### src/rtl/hazard_pkg.sv
// Shared types and constants for the pipeline hazard controller.
// The optional performance counters are enabled with HAZARD_PERF_CNT_EN.
package hazard_pkg;

    typedef enum logic [1:0] {
        HZ_RUN      = 2'd0,
        HZ_MEM_WAIT = 2'd1,
        HZ_TIMEOUT  = 2'd2
    } hz_state_t;

    localparam logic [4:0] REG_ZERO = 5'd0;

    localparam int MEM_TIMEOUT_DEF = 16;

    // Counter must hold the value MEM_TIMEOUT itself.
    function automatic int wait_cnt_w(input int timeout);
        return (timeout < 1) ? 1 : $clog2(timeout + 1);
    endfunction

    localparam int WAIT_CNT_W = wait_cnt_w(MEM_TIMEOUT_DEF);

endpackage

### src/rtl/hazard_wait_timer.sv
// Data-memory wait FSM (RUN / MEM_WAIT / TIMEOUT) with its consecutive-wait
// watchdog counter. TIMEOUT is terminal until reset.
module hazard_wait_timer
    import hazard_pkg::*;
#(
    parameter int MEM_TIMEOUT = 16
) (
    input  logic      clk,
    input  logic      rst,
    input  logic      freeze,
    input  logic      dmem_ready,
    output hz_state_t state,
    output logic      mem_timeout
);

    localparam int             CW      = wait_cnt_w(MEM_TIMEOUT);
    localparam logic [CW-1:0]  CNT_MAX = CW'(MEM_TIMEOUT);
    localparam logic [CW-1:0]  CNT_ONE = CW'(1);

    hz_state_t     state_q, state_d;
    logic [CW-1:0] cnt_q, cnt_d;

    always_ff @(posedge clk or posedge rst) begin
        if (rst) begin
            state_q <= HZ_RUN;
            cnt_q   <= '0;
        end else begin
            state_q <= state_d;
            cnt_q   <= cnt_d;
        end
    end

    always_comb begin
        state_d = state_q;
        cnt_d   = cnt_q;
        case (state_q)
            HZ_RUN: begin
                if (freeze) begin
                    state_d = HZ_MEM_WAIT;
                    cnt_d   = CNT_ONE;
                end
            end
            HZ_MEM_WAIT: begin
                if (dmem_ready) begin
                    state_d = HZ_RUN;
                    cnt_d   = '0;
                end else if (cnt_q >= CNT_MAX) begin
                    state_d = HZ_TIMEOUT;
                end else begin
                    cnt_d = cnt_q + CNT_ONE;
                end
            end
            HZ_TIMEOUT: begin
                state_d = HZ_TIMEOUT;
            end
            default: begin
                state_d = HZ_RUN;
                cnt_d   = '0;
            end
        endcase
    end

    assign state       = state_q;
    assign mem_timeout = (state_q == HZ_TIMEOUT);

endmodule

### src/rtl/hazard_stall_ctrl.sv
// Stall/flush controller for the 5-stage core: load-use bubble, branch flush,
// data-memory freeze with watchdog. Perf counters exist only with HAZARD_PERF_CNT_EN.
module hazard_stall_ctrl
    import hazard_pkg::*;
#(
    parameter int MEM_TIMEOUT = 16,
    parameter int CNT_W       = 32
) (
    input  logic             clk,
    input  logic             rst,
    input  logic [4:0]       ID_rs1,
    input  logic [4:0]       ID_rs2,
    input  logic             ID_uses_rs1,
    input  logic             ID_uses_rs2,
    input  logic [4:0]       ID_EX_rd,
    input  logic             ID_EX_MemRead,
    input  logic             EX_branch_taken,
    input  logic             EX_MEM_MemReq,
    input  logic             dmem_ready,
    output logic             PC_Write,
    output logic             IF_ID_Write,
    output logic             ID_EX_Write,
    output logic             EX_MEM_Write,
    output logic             IF_ID_Flush,
    output logic             ID_EX_Flush,
    output logic             MEM_WB_Bubble,
    output logic             mem_timeout,
    output logic [CNT_W-1:0] stall_cycles,
    output logic [CNT_W-1:0] flush_count
);

    hz_state_t state;
    logic      timeout_st;
    logic      lu;
    logic      freeze;
    logic      frozen;

    assign lu = ID_EX_MemRead && (ID_EX_rd != REG_ZERO) &&
                ((ID_uses_rs1 && (ID_EX_rd == ID_rs1)) ||
                 (ID_uses_rs2 && (ID_EX_rd == ID_rs2)));

    assign freeze = EX_MEM_MemReq && !dmem_ready;

    // MEM_WAIT keeps the pipe frozen on dmem_ready alone; the request may drop.
    assign frozen = ((state == HZ_RUN) && freeze) ||
                    ((state == HZ_MEM_WAIT) && !dmem_ready);

    hazard_wait_timer #(
        .MEM_TIMEOUT (MEM_TIMEOUT)
    ) u_wait_timer (
        .clk         (clk),
        .rst         (rst),
        .freeze      (freeze),
        .dmem_ready  (dmem_ready),
        .state       (state),
        .mem_timeout (timeout_st)
    );

    always_comb begin
        PC_Write      = 1'b1;
        IF_ID_Write   = 1'b1;
        ID_EX_Write   = 1'b1;
        EX_MEM_Write  = 1'b1;
        IF_ID_Flush   = 1'b0;
        ID_EX_Flush   = 1'b0;
        MEM_WB_Bubble = 1'b0;
        mem_timeout   = 1'b0;
        if (!rst) begin
            if (timeout_st) begin
                PC_Write      = 1'b0;
                IF_ID_Write   = 1'b0;
                ID_EX_Write   = 1'b0;
                EX_MEM_Write  = 1'b0;
                MEM_WB_Bubble = 1'b1;
                mem_timeout   = 1'b1;
            end else if (frozen) begin
                PC_Write      = 1'b0;
                IF_ID_Write   = 1'b0;
                ID_EX_Write   = 1'b0;
                EX_MEM_Write  = 1'b0;
                MEM_WB_Bubble = 1'b1;
            end else if (EX_branch_taken) begin
                // ID instruction is squashed, so a load-use match is irrelevant.
                IF_ID_Flush = 1'b1;
                ID_EX_Flush = 1'b1;
            end else if (lu) begin
                PC_Write    = 1'b0;
                IF_ID_Write = 1'b0;
                ID_EX_Flush = 1'b1;
            end
        end
    end

`ifdef HAZARD_PERF_CNT_EN
    logic             stall_evt;
    logic             flush_evt;
    logic [CNT_W-1:0] stall_cycles_q, stall_cycles_d;
    logic [CNT_W-1:0] flush_count_q, flush_count_d;

    assign stall_evt = !timeout_st && (frozen || (!EX_branch_taken && lu));
    assign flush_evt = !timeout_st && !frozen && EX_branch_taken;

    always_comb begin
        stall_cycles_d = stall_cycles_q + CNT_W'(stall_evt);
        flush_count_d  = flush_count_q + CNT_W'(flush_evt);
    end

    always_ff @(posedge clk or posedge rst) begin
        if (rst) begin
            stall_cycles_q <= '0;
            flush_count_q  <= '0;
        end else begin
            stall_cycles_q <= stall_cycles_d;
            flush_count_q  <= flush_count_d;
        end
    end

    assign stall_cycles = stall_cycles_q;
    assign flush_count  = flush_count_q;
`else
    assign stall_cycles = '0;
    assign flush_count  = '0;
`endif

endmodule

### config.mk
export PLATFORM = sky130hd
export DESIGN_NAME = hazard_stall_ctrl
export DESIGN_NICKNAME = d
export VERILOG_FILES = /design/src/rtl/hazard_pkg.sv /design/src/rtl/hazard_wait_timer.sv /design/src/rtl/hazard_stall_ctrl.sv
export SDC_FILE = /design/constraint.sdc
export NUM_CORES = 1
export LEC_CHECK = 0
export ABC_AREA = 1
export ABC_CLOCK_PERIOD_IN_PS = 1800
export BUFFER_PORTS_ARGS = -buffer_cell sky130_fd_sc_hd__buf_4
export CORE_ASPECT_RATIO = 1.25
export CORE_MARGIN = 1
export CORE_UTILIZATION = 40
export DETAILED_ROUTE_END_ITERATION = 7
export HOLD_SLACK_MARGIN = 0.12
export PLACE_DENSITY = 0.82
export SLEW_MARGIN = 20
export SYNTH_ARGS = -nofsm -noshare
export SYNTH_HDL_FRONTEND = slang
export SYNTH_SLANG_ARGS = --single-unit
### constraint.sdc
create_clock -name clk -period 1.8 [get_ports clk]
set_clock_uncertainty 0.1 [all_clocks]
set_input_delay 0.54 -clock clk [delete_from_list [all_inputs] [get_ports clk]]
set_output_delay 0.54 -clock clk [all_outputs]
set_load 0.05 [all_outputs]
# Word-level counts from Yosys, hierarchy flattened
# Index checks and enable logic that the tools add are counted.
totals:
  mem_bits_ro: 0
  elab_cells: 56
  reg_bits: 7
  latchBits: 0
  memories: 0
  in_bits: 23
  output_inout_bits: 72
  ramBits: 0
classes:
  magnitude_cmp: 1
  n_reduce_logical: 14
  mux: 30
  eq_ne: 7
  n_shift: 0
  n_div: 0
  bitwise: 1
  n_addsub: 1
  multipliers: 0
op_table:
  columns: ["cell", "n"]
  rows:
  - ["$mux 1", 22]
  - ["$mux 5", 3]
  - ["$pmux 5 s3", 1]
  - ["$eq 5x5->1", 2]
  - ["$logic_and 1x1->1", 7]
  - ["$mux 2", 3]
  - ["$pmux 2 s3", 1]
  - ["$add 5x1->5 const B", 1]
  - ["$ge 5x5->1 const B", 1]
  - ["$reduce_bool 5->1", 1]
  - ["$ne 3x2->1 const B", 1]
  - ["$ne 3x3->1 const B", 1]
  - ["$reduce_and 3->1", 1]
  - ["$eq 2x1->1 const B", 1]
  - ["$eq 2x2->1 const B", 1]
  - ["$logic_not 2->1", 1]
  - ["$logic_or 1x1->1", 2]
  - ["$ne 2x2->1 const B", 1]
  - ["$reduce_and 2->1", 1]
  - ["$logic_not 1->1", 1]
  - ["$not 1->1", 1]

# Longest topological paths before layout
# Gate-level depths: netlist of the first run.
depth:
  ltp_word: 9
  ltp_mapped: 10
  ltp_nobuf: 9

# Modules after synthesis
# Synthesis of the first run repeated with hierarchy kept, for this count alone.
unflattened:
  cells_unflattened: 195
  area_unflattened_um2: 1196.1
modules_own_cells:
  columns: ["module", "area_each_um2", "cells_each", "instances"]
  rows:
  - ["hazard_stall_ctrl", 800.8, 143, 1]
  - ["hazard_wait_timer", 395.4, 52, 1]

# Least setup slack after synthesis of the first run
# OpenSTA, ideal clock, no wires.
synth_timing:
  kind: "input-to-output"
  startpoint: "input dmem_ready"
  endpoint: "output ID_EX_Write"
  path_slack_ps: -1189
  path_buffers: 1
  arrival_ps: 2349
  stages: 7
  required_ps: 1160
  cell_sequence: "inv_2 > nand3_1 > nand3_1 > inv_1 > nor2_1 > inv_1 > buf_4"
synth_between:
  elab_chain_len: 7
  elab_cells_between_ends: 8
  cone_classes: "3 x mux; 5 x reduce/logical"
synth_lines:
  columns: ["item", "line", "rtl"]
  rows:
  - ["from (decl)", "hazard_stall_ctrl.sv:19", "input logic dmem_ready,"]
  - ["$logic_not 1->1 (*)", "hazard_stall_ctrl.sv:42, hazard_stall_ctrl.sv:46", null]
  - ["$logic_and 1x1->1", "hazard_stall_ctrl.sv:42", "assign freeze = EX_MEM_MemReq && !dmem_ready;"]
  - ["$logic_and 1x1->1", "hazard_stall_ctrl.sv:45", "assign frozen = ((state == HZ_RUN) && freeze) ||"]
  - ["$logic_or 1x1->1 (*)", "hazard_stall_ctrl.sv:45", null]
  - ["$mux 1 (*) (3 in a row)", null, null]
  - ["to (decl)", "hazard_stall_ctrl.sv:22", "output logic ID_EX_Write,"]
# Mark *: on every way between the ends. The rest lies on a longest branch, timed or not.

# Worst setup path in the final report of the first run
layout_timing:
  startpoint: "register u_wait_timer.state_q[1], in the netlist u_wait_timer.state[1]"
  endpoint: "output ID_EX_Write"
layout_between:
  elab_chain_len: 6
  elab_cells_between_ends: 9
  cone_classes: "2 x eq/ne; 3 x mux; 4 x reduce/logical"
layout_lines:
  columns: ["item", "line", "rtl"]
  rows:
  - ["from (decl)", "hazard_wait_timer.sv:20", "hz_state_t state_q, state_d;"]
  - ["from (signal assigned)", "hazard_wait_timer.sv:28", "state_q <= state_d;"]
  - ["$eq 2x1->1 or $logic_not 2->1 (tied branches)", "hazard_stall_ctrl.sv:46, hazard_stall_ctrl.sv:45", null]
  - ["$logic_and 1x1->1, on equally long branches", "hazard_stall_ctrl.sv:46, hazard_stall_ctrl.sv:45", null]
  - ["$logic_or 1x1->1", "hazard_stall_ctrl.sv:45", null]
  - ["$mux 1", "hazard_stall_ctrl.sv:76", "end else if (frozen) begin"]
  - ["$mux 1 (*)", "hazard_stall_ctrl.sv:69", "if (timeout_st) begin"]
  - ["$mux 1 (*)", "hazard_stall_ctrl.sv:68", "if (!rst) begin"]
# Marked as above.

==> results of run 1 <==
==> worst min-delay path by stage <==
| stage | startpoint | endpoint | slack [ns] | cells after the start |
|---|---|---|---|---|
| 5_1_grt | rst | u_wait_timer.state[1] | 0.20 | 3 |
| 6_report | rst | u_wait_timer.state[1] | 0.20 | 3 |
| 4_1_cts | rst | u_wait_timer.state[1] | 0.20 | 3 |
| 3_3_place_gp | u_wait_timer.cnt_q[4] | u_wait_timer.state[0] | 0.35 | 1 |
| 2_1_floorplan | rst | u_wait_timer.cnt_q[0] | 0.25 | 1 |
| 3_5_place_dp | u_wait_timer.cnt_q[4] | u_wait_timer.state[0] | 0.41 | 1 |
==> through the flow <==
| step | cell area [um2] | setup TNS, ns | std cells | power, mW |
|---|---|---|---|---|
| after global placement | 1300 | -1.67 | 255 | 0.586 |
| final | 1410 | -1.99 | 261 | 0.745 |
| after CTS | 1390 | -2.04 | 260 | 0.748 |
| after global routing | 1410 | -2.82 | 261 | 0.788 |
| after floorplan | 1490 | -1.14 | 250 | 0.635 |
| after detailed placement | 1300 | -1.74 | 255 | 0.589 |
==> power by group <==
part           internal (mW)  leakage (nW)  switching, mW
clock network         0.0846        0.0150         0.0579
registers              0.158        0.0874              0
logic                 0.0729         0.763          0.372
total                  0.315         0.865          0.430
==> sequential cells by signal, indices dropped and copies added, names as in the netlist <==
name                flops
u_wait_timer.cnt_q      5
u_wait_timer.state      2
==> tightest hold or removal path, cell delays in order <==
cell	delay (ns)
buf_4	0.13
inv_1	0.06
buf_4	0.16
==> cells in the final DEF (no fill, tap or decap) <==
cell	netlist	layout
buf_4	66	31
buf_6	0	3
buf_8	0	5
clkbuf_1	0	1
clkbuf_4	0	3
clkinvlp_4	0	2
conb_1	1	64
dfrtp_1	7	7
ha_1	1	1
inv_1	23	18
inv_16	0	1
inv_2	2	4
nand2_1	48	44
nand2_2	0	2
nand2_4	1	3
nand3_1	10	7
nand3_2	0	3
nand4_1	2	2
nor2_1	15	11
nor2_2	0	3
nor2_4	3	4
o21ai_0	4	3
o21ai_1	0	1
o21ai_2	1	1
xor2_1	3	3
==> cells by family (layout without fill, tap and decap cells) <==
group | after synthesis | in the layout | synth area share (%)
fa+ha+maj | 1 | 1 | 1.06
xor+xnor | 3 | 3 | 2.23
flops | 7 | 7 | 14.8
other cells | 1 | 64 | 0.318
simple gates | 79 | 79 | 29.2
compound gates | 5 | 5 | 2.44
buf+inv | 91 | 68 | 49.9
==> routing by layer <==
layer	share of wire [%]	vias up	GRT usage, %
li1	-	507	-
met1	34	433	11.2
met2	57	57	25.7
met3	8.9	4	4.14
met4	0.87	0	3.13
met5	0	-	0
==> area by class of cell <==
class	instances	area, um2	area share [%]
clock buffer	4	26.3	1.87
inverter	25	118	8.37
multi-input combinational	152	702	50.0
sequential	7	175	12.5
tap	34	42.5	3.03
timing repair buffer	39	342	24.3
==> what timing repair did <==
item | CTS | global route
gates resized for setup | 17 | 2
hold buffers | 0 | 0
setup buffers | 1 | 1
pin swaps | 2 | 0
setup endpoints to repair | 8 | 8
==> metrics.txt, run 1 <==
status finished, violations left; violations in the final reports negative setup slack; Place WS -0.307 ns; fin. max-slew vios 0; Area growth syn-to-layout 19.1%; antenna-violating nets left 0; crit path max fanout 3; n_diodes 0; Final WS setup -0.298 ns; CTS root buf clkbuf_4; setup violators final 8; worst reg2reg endpoint u_wait_timer.cnt_q[2]; CP cell instances nor2_2 > nand3_2 > nand3_2 > inv_2 > nor2_4 > clkinvlp_4 > buf_8; CP top delay family simple AND/OR/NAND/NOR gates; Post-Synthesis Cells 187; IO buf count 30; Net count, final roughly 250; Site Rows 21; Max Root-Sink Buffers 2; critical path depth 7; fillers 280; Worst EP arrival between 1 and 1.5 ns; fin crit share 117%; RSZ-0062 raised after global routing yes; #FFs+latches synth 7; CP Capture Type output pin; CP most frequent cell nand3_2; Synth top area share a little over two fifths; via count 1001; layout cells sized above 1 ~29%; Reg2Reg Depth 9; synth unique cells 15; WS Path Type register to output pin; Synth warnings 0; Critical Path Start u_wait_timer.state[1]; PwrDens roughly 530 nW/um2; Seq/Total Area, Yosys 14.8%; die area roughly 3200 um2; Crit Reg-Reg Startpoint u_wait_timer.state[1]; Num CTS Buffers 3; Hold Violations, Final 0; Total GRT Usage between 10% and 20%; predominant post-synthesis flop cell dfrtp_1; max_cap viols 0; Max stage delay on crit path between 0.4 and 0.5 ns; fin crit period between 2 and 2.5 ns; first-pass GRT wire length 3120 um; routed len/inst approximately 7.5 um; pin count of the biggest net entering global routing 8; Critical Path RT roughly 1.2 ns; DR iter-0 viols 7; critical path endpoint ID_EX_Write; worst IR drop on VDD around 0.3 mV; vias in the first global route between 800 and 900; Leakage between 0.8 and 0.9 nW; Synth area leaders buf_4, nand2_1, dfrtp_1; DIE WIDTH ~51 um; Post-Synthesis Cell Area 1180 um2; EDFF count, synth 0; die height roughly 63 um; Buf+Inv Stages, Crit Path 3; clk slew on worst S/H paths about 0.050 ns; Setup crit start kind register; Core Util, Final roughly half; leading area contributor after synthesis buf_4; worst min path class input pin to async pin; CP max stage cell dfrtp_1; initial antenna violation count 0; htree depth 1; upper clock frequency limit around 480 MHz; total core area roughly 2700 um2; clk sink count 7; Routed WL ~1900 um; r2r setup slk around 0.34 ns; Min Hold Slack between 0.2 and 0.25 ns; Clock Latency Late Sink about 0.25 ns; Post-DP HPWL approximately 1600 um; TritonRoute pass-1 iters 4; Initial Util a little over two fifths; DRC 0; IO Count 95; async set-or-reset flop fraction in the synthesized netlist 100%; Synth top cells by count buf_4, nand2_1, inv_1, nor2_1, nand3_1; Vias per Instance between 3 and 4; TritonCTS clock tree built; Placer Congestion slightly above 0.8; global route total overflow 0; Syn Area/Cell 6.31 um2; top-count cell post-synth buf_4
Note: power is estimated with default switching activity, not from simulation.
==> run 2, diff against run 1 <==
--- a/config.mk
+++ b/config.mk
@@ -5,15 +5,14 @@
 export SDC_FILE = /design/constraint.sdc
 export NUM_CORES = 1
 export LEC_CHECK = 0
-export ABC_AREA = 1
 export ABC_CLOCK_PERIOD_IN_PS = 1800
 export BUFFER_PORTS_ARGS = -buffer_cell sky130_fd_sc_hd__buf_4
 export CORE_ASPECT_RATIO = 1.25
 export CORE_MARGIN = 1
-export CORE_UTILIZATION = 40
+export CORE_UTILIZATION = 37
 export DETAILED_ROUTE_END_ITERATION = 7
 export HOLD_SLACK_MARGIN = 0.12
-export PLACE_DENSITY = 0.82
+export PLACE_DENSITY = 0.8
 export SLEW_MARGIN = 20
 export SYNTH_ARGS = -nofsm -noshare
 export SYNTH_HDL_FRONTEND = slang
==> run 2 against run 1 <==
Compared with the run above:
- the flow still finishes with violations (negative setup slack)
- setup slack got worse by 0.46 ns
- sequential share of layout area increased by 0.62 points
- highest routed layer unchanged
- synthesized area shrank 11%
- combinational power is 20% higher
- fmax fell by 18%
- register-to-register slack improved by 0.13 ns
- hold slack better by 0.0074 ns
- largest cell class unchanged
- total power up 17%
- critical path depth fell by 1
- clock power up 6%
- critical path type is now input pin to output pin
- core utilization fell by 1.5 points
==> metrics.txt, run 2 <==
status finished, violations left; violations in the final reports negative setup slack; Total GRT Usage 12.1% (-0.47 points); initial antenna violation count 0 (unchanged); EDFF count, synth 0 (unchanged); max_cap viols 0 (unchanged); antenna-violating nets left 0 (unchanged); Vias per Instance 3.93 (+2.5%); clk sink count 7 (unchanged); fin crit period 2.55 ns (+0.456 ns); Syn Area/Cell 8.00 um2 (+27%); htree depth 1 (unchanged); crit path max fanout 2 (-1); via count 814 (-19%); WS Path Type input pin to output pin; multiplexer area fraction after synthesis 0.955% (+0.95 points); post-synthesis adder-cell area fraction 1.19% (+0.13 points); CTS Hold Buffers Added 0 (unchanged); async set-or-reset flop fraction in the synthesized netlist 100% (unchanged); max reg flops 5 (unchanged); Num CTS Buffers 3 (unchanged); IO buf count 30 (unchanged); Site Rows 21 (unchanged); Post-Synthesis Cells 131 (-30%); IO Count 95 (unchanged); Clock Latency Late Sink 0.26 ns (about the same); PwrDens 651 nW/um2 (+23%); Synth top cells by count buf_4, xor2_1, nand2_1, dfrtp_1; Core Util, Final 50.0% (-1.5 points); fin crit share 142% (+25 points); Leakage 0.692 nW (-20%); most common cell after layout, fill and taps aside conb_1; Worst EP arrival 1.91 ns (+0.45 ns); most frequent cells in the layout conb_1, buf_4, buf_6; post-synthesis xor/xnor area fraction 10.0% (+7.8 points); Hold Violations, Final 0 (unchanged); pin count of the biggest net entering global routing 11 (+3); largest family of logic cells by synthesized area buffers and inverters; total core area 2680 um2 (-1.9%); predominant post-synthesis flop cell dfrtp_1; TritonRoute pass-1 iters 4 (unchanged); Synth warnings 0 (unchanged); leading area contributor after synthesis buf_4; setup violators final 8 (unchanged); #FFs+latches synth 7 (unchanged); die height 61.5 um (-1.9%); compound-cell area share of the yosys netlist 10.4% (+7.9 points); Simple-Gate Fraction of Synth Area 11.7% (-17 points); Net count, final 198 (-21%); Max Root-Sink Buffers 2 (unchanged); Power, Total 0.871 mW (+17%); most flop-heavy register u_wait_timer.cnt_q; CP Capture Type output pin; fin. max-slew vios 0 (unchanged); clk slew on worst S/H paths 0.06 ns (about the same); Setup crit start kind input pin; Routed WL 2000 um (+3.0%); DR iter-0 viols 15 (+8); die area 3050 um2 (-3.8%); Final WS setup -0.755 ns (-0.456 ns); n_diodes 0 (unchanged); worst min path class input pin to async pin; vias in the first global route 677 (-18%); top-count cell post-synth buf_4; DIE WIDTH 49.6 um (-1.9%); Synth top area share 47.3% (+5.3 points); Initial Util 39.1% (-4.1 points); Post-Synthesis Cell Area 1050 um2 (-11%); TritonCTS clock tree built; Placer Congestion 0.814 (-2.2%); global route total overflow 0 (unchanged); Synth area leaders buf_4, dfrtp_1, xor2_1; RSZ-0062 raised after global routing yes; routed len/inst 9.68 um (+30%); Critical Path RT 1.16 ns (about the same); Seq/Total Area, Yosys 16.7% (+1.9 points); Post-DP HPWL 1550 um (-5.0%); Area growth syn-to-layout 27.7%; worst IR drop on VDD 0.361 mV (+23%); synth unique cells 30 (+15); layout cells sized above 1 34.7% (+6.0 points); CTS root buf clkbuf_4; upper clock frequency limit 391 MHz (-18%); first-pass GRT wire length 2710 um (-13%); DRC 0 (unchanged)
## run 2: changes by cell type in the layout (fill, tap and decap cells not counted), sizes merged, moves of 6 or more
cell   delta
nor2     -14
nand3     -9
nand2    -41
xor2      +6
inv      -21
## run 2: final timing paths
kind	from	end	slack [ns]	depth (start not counted)
worst max-delay path	ID_rs1[3]	PC_Write	-0.75	6
worst min-delay path	rst	u_wait_timer.state[1]	0.21	3
worst max register to register	u_wait_timer.state[1]	u_wait_timer.cnt_q[4]	0.47	5
worst min register to register	u_wait_timer.cnt_q[0]	u_wait_timer.cnt_q[0]	0.48	1
max in group asynchronous	rst	u_wait_timer.cnt_q[2]	1.25	3
min in group clk	u_wait_timer.cnt_q[0]	u_wait_timer.cnt_q[0]	0.48	1
## run 2: metal layers
| metal | global-route usage (%) | wire, um |
|---|---|---|
| met5 | 0 | 0 |
| met2 | 25.1 | 1130 |
| met1 | 9.75 | 626 |
| met3 | 6.42 | 222 |
| met4 | 3.67 | 21 |
## run 2: kinds of logic (layout without fill, tap and decap cells)
family	after synthesis	in the layout
xor gates and xnor gates	12	12
DFF	7	7
muxes	1	1
and+or+nand+nor	23	23
buffers and inverters	70	49
other	1	64
adders and majority gates	1	1
AOI/OAI and AO/OA	16	16
## run 2: critical path: stages
cell and delay [ns]:
buf_6 0.09, xor2_2 0.16, nor4_2 0.33, a32oi_1 0.18
o32a_2 0.44, buf_8 0.16
## run 2: power breakdown
part | leakage (nW) | internal [mW] | total (mW) | switching [mW]
clock network | 0.0150 | 0.0851 | 0.151 | 0.0661
registers | 0.0936 | 0.171 | 0.187 | 0.0158
logic | 0.583 | 0.123 | 0.533 | 0.410
## run 2: timing repair
item	in CTS	in global routing
endpoints found under the setup margin	8	8
setup buffers	2	1
endpoints found under the hold margin	0	0
pin swaps	8	9
gates resized for setup	18	10
## run 2: through the flow
stage | area, um2 | setup WS, ns | hold slack (ns) | TNS, ns | std cells
after global routing | 1340 | -0.754 | 0.211 | -3.60 | 207
after CTS | 1280 | -0.672 | 0.205 | -3.13 | 206
after global placement | 1160 | -0.685 | 0.458 | -3.19 | 200
final | 1340 | -0.755 | 0.210 | -3.33 | 207
after floorplan | 1330 | -0.726 | 0.281 | -3.35 | 194
after detailed placement | 1160 | -0.698 | 0.464 | -3.24 | 200
## run 2: area by class of cell
cell class | count | area [um2]
Clock buffer | 4 | 26.3
Fill cell | 262 | 1340
Inverter | 3 | 15.0
Multi-Input combinational cell | 117 | 689
Sequential cell | 7 | 175
Tap cell | 34 | 42.5
Timing Repair Buffer | 42 | 390
==> run 3, diff against run 2 <==
--- a/config.mk
+++ b/config.mk
@@ -5,14 +5,15 @@
 export SDC_FILE = /design/constraint.sdc
 export NUM_CORES = 1
 export LEC_CHECK = 0
+export ABC_AREA = 1
 export ABC_CLOCK_PERIOD_IN_PS = 1800
-export BUFFER_PORTS_ARGS = -buffer_cell sky130_fd_sc_hd__buf_4
 export CORE_ASPECT_RATIO = 1.25
 export CORE_MARGIN = 1
-export CORE_UTILIZATION = 37
+export CORE_UTILIZATION = 63
 export DETAILED_ROUTE_END_ITERATION = 7
+export DONT_BUFFER_PORTS = 1
 export HOLD_SLACK_MARGIN = 0.12
-export PLACE_DENSITY = 0.8
+export PLACE_DENSITY = 0.79
 export SLEW_MARGIN = 20
 export SYNTH_ARGS = -nofsm -noshare
 export SYNTH_HDL_FRONTEND = slang
==> run 3 against run 2 <==
Compared with the run above:
- the flow still finishes with violations (negative setup slack)
- count of clock-buffer cells in the layout down 1
- setup slack better by 0.43 ns
- final cell count up 7.2%
- die area down 33%
- non-clock buffer count down 27
- core utilization up 18 points
- flip-flop and latch count unchanged
- clock power down 5%
- sequential power down 16%
- total power down 20%
- fmax up 20%
- global-route usage up 4.9 points
==> metrics.txt, run 3 (synthesized netlist as in run 1, its figures left out) <==
clock share of power 20.6% (+3.2 points); most flop-heavy register u_wait_timer.cnt_q; worst reg2reg endpoint u_wait_timer.cnt_q[2]; sequential power share 22.5% (+1.0 points); combinational power share 56.9% (-4.3 points); vias in the first global route 702 (+3.7%); DR iter-0 viols 13 (-2); CP most frequent cell nand3_2; Net count, final 228 (+15%); violations in the final reports negative setup slack; IO buf count 0 (-100%); Place WS -0.154 ns (+0.544 ns); layout cells sized above 1 19.7% (-15 points); WS Path Type register to output pin; Post-DP HPWL 1690 um (+8.7%); RSZ-0062 raised after global routing yes; Setup crit start kind register; fin. max-slew vios 0 (unchanged); routed len/inst 8.77 um (-9.4%); fin crit period 2.12 ns (-0.433 ns); clk sink count 7 (unchanged); pin count of the biggest net entering global routing 8 (-3); Hold Path Origin dmem_ready; Leakage 0.749 nW (+8.3%); Crit Reg-Reg Startpoint u_wait_timer.state[1]; clk slew on worst S/H paths 0.06 ns (about the same); initial antenna violation count 0 (unchanged); max reg flops 5 (unchanged); first-pass GRT wire length 2390 um (-12%); Buf+Inv Stages, Crit Path 3 (+1); worst IR drop on VDD 0.454 mV (+26%); most frequent cells in the layout conb_1, nand2_1, inv_1; P_sw 0.417 mW (-15%); DIE WIDTH 40.7 um (-18%); antenna-violating nets left 0 (unchanged); CTS root buf clkbuf_4; Critical Path RT 1.16 ns (about the same); CP top delay family simple AND/OR/NAND/NOR gates; Worst EP arrival 1.48 ns (-0.43 ns); DRC 0 (unchanged); max_cap viols 0 (unchanged); via count 898 (+10%); total core area 1770 um2 (-34%); switching share of power 59.7% (+3.3 points); hold path depth 3; r2r setup slk 0.33 ns (-0.14 ns); TritonCTS clock tree built; CP max stage cell dfrtp_1; setup violators final 8 (unchanged); Internal 0.281 mW (-26%); Area growth syn-to-layout 1.48%; setup TNS -2.10 ns (+1.23 ns); fin crit share 118% (-24 points); upper clock frequency limit 471 MHz (+20%); worst min path class input pin to register; Routed WL 1950 um (-2.8%); die height 50.4 um (-18%); most common cell after layout, fill and taps aside conb_1; Num CTS Buffers 3 (unchanged); CP cell instances nor2_2 > nand3_2 > nand3_2 > inv_2 > nor2_4 > clkinvlp_4 > buf_12; Clock Latency Late Sink 0.26 ns (about the same); IO Count 95 (unchanged); Initial Util 66.8% (+28 points); Reg2Reg Depth 9 (+4); CP Capture Type output pin; Hold Violations, Final 0 (unchanged); n_diodes 0 (unchanged); TritonRoute pass-1 iters 4 (unchanged); Max stage delay on crit path 0.42 ns (-0.02 ns); Min Hold Slack 0.357 ns (+0.147 ns); Final WS setup -0.322 ns (+0.433 ns); status finished, violations left; Max Root-Sink Buffers 2 (unchanged); PwrDens 583 nW/um2 (-10%); Vias per Instance 4.05 (+2.9%); Total GRT Usage 17.0% (+4.9 points); Site Rows 17 (-19%); die area 2050 um2 (-33%); WHS Endpoint u_wait_timer.cnt_q[3]; Placer Congestion 0.822 (+1.0%); crit path max fanout 3 (+1); htree depth 1 (unchanged); global route total overflow 0 (unchanged)
[run 3: cell types whose count changed in the layout (fill, tap and decap cells not counted), sizes merged, moves of 2 or more]
cell / previous run / this run
buf: 42 / 14
xnor2: 3 / 0
a21oi: 2 / 0
nand3: 1 / 10
inv: 2 / 23
nor2: 4 / 18
nand4: 0 / 2
o22ai: 3 / 0
nand2b: 3 / 0
nor4: 2 / 0
nand2: 8 / 49
xor2: 9 / 3
[run 3: how the worst max path moves through the flow]
stage | start | to | cells past startpoint
after floorplan | dmem_ready | ID_EX_Write | 7
after global placement | ID_EX_rd[0] | IF_ID_Write | 8
after detailed placement | ID_rs2[0] | PC_Write | 10
after CTS | u_wait_timer.state[1] | ID_EX_Write | 7
after global routing | u_wait_timer.state[1] | ID_EX_Write | 7
final | u_wait_timer.state[1] | ID_EX_Write | 7
[run 3: cell type report]
cell class | instances | area [um2]
timing repair buffer | 15 | 156
clock buffer | 3 | 22.5
clock inverter | 1 | 5.00
inverter | 25 | 118
tap | 19 | 23.8
multi-input combinational | 152 | 697
sequential | 7 | 175
fill | 160 | 568
[run 3: routing by layer]
layer,wire length (um),track usage (%),part of all wire [%]
met1,612,12.7,31
met2,1200,36.5,61
met3,120,2.65,6.2
met4,17,5.00,0.87
met5,0,0,0
[run 3: power groups by stage]
stage	logic, mW	registers [mW]	clock network (mW)
after floorplan	0.474	0.160	0
after global placement	0.387	0.160	0
after detailed placement	0.390	0.160	0
after CTS	0.393	0.157	0.148
after global routing	0.417	0.157	0.153
final	0.397	0.157	0.144
[run 3: per-stage QoR]
stage | cells | total power [mW] | instance area (um2) | util (%)
after floorplan | 250 | 0.635 | 1490 | -
after global placement | 214 | 0.547 | 1130 | 63.8
after detailed placement | 214 | 0.550 | 1130 | 63.8
after CTS | 221 | 0.698 | 1180 | 67.1
after global routing | 222 | 0.727 | 1200 | 67.8
final | 222 | 0.699 | 1200 | 67.8
[run 3: what timing repair did]
item | CTS | global route
buffers inserted | 2 | 1
hold endpoints to repair | 7 | 0
hold buffers | 1 | 0
pin swaps | 5 | 3
resized for setup | 3 | 2
endpoints found under the setup margin | 8 | 8
gates cloned | 0 | 0
[run 3: worst reg2reg max path: cells and delay by family, from the launching register on]
| kind | cells | cell delay [ns] |
|---|---|---|
| flops | 1 | 0.42 |
| compound gates | 1 | 0.05 |
| buf+inv | 3 | 0.33 |
| simple gates | 5 | 0.46 |
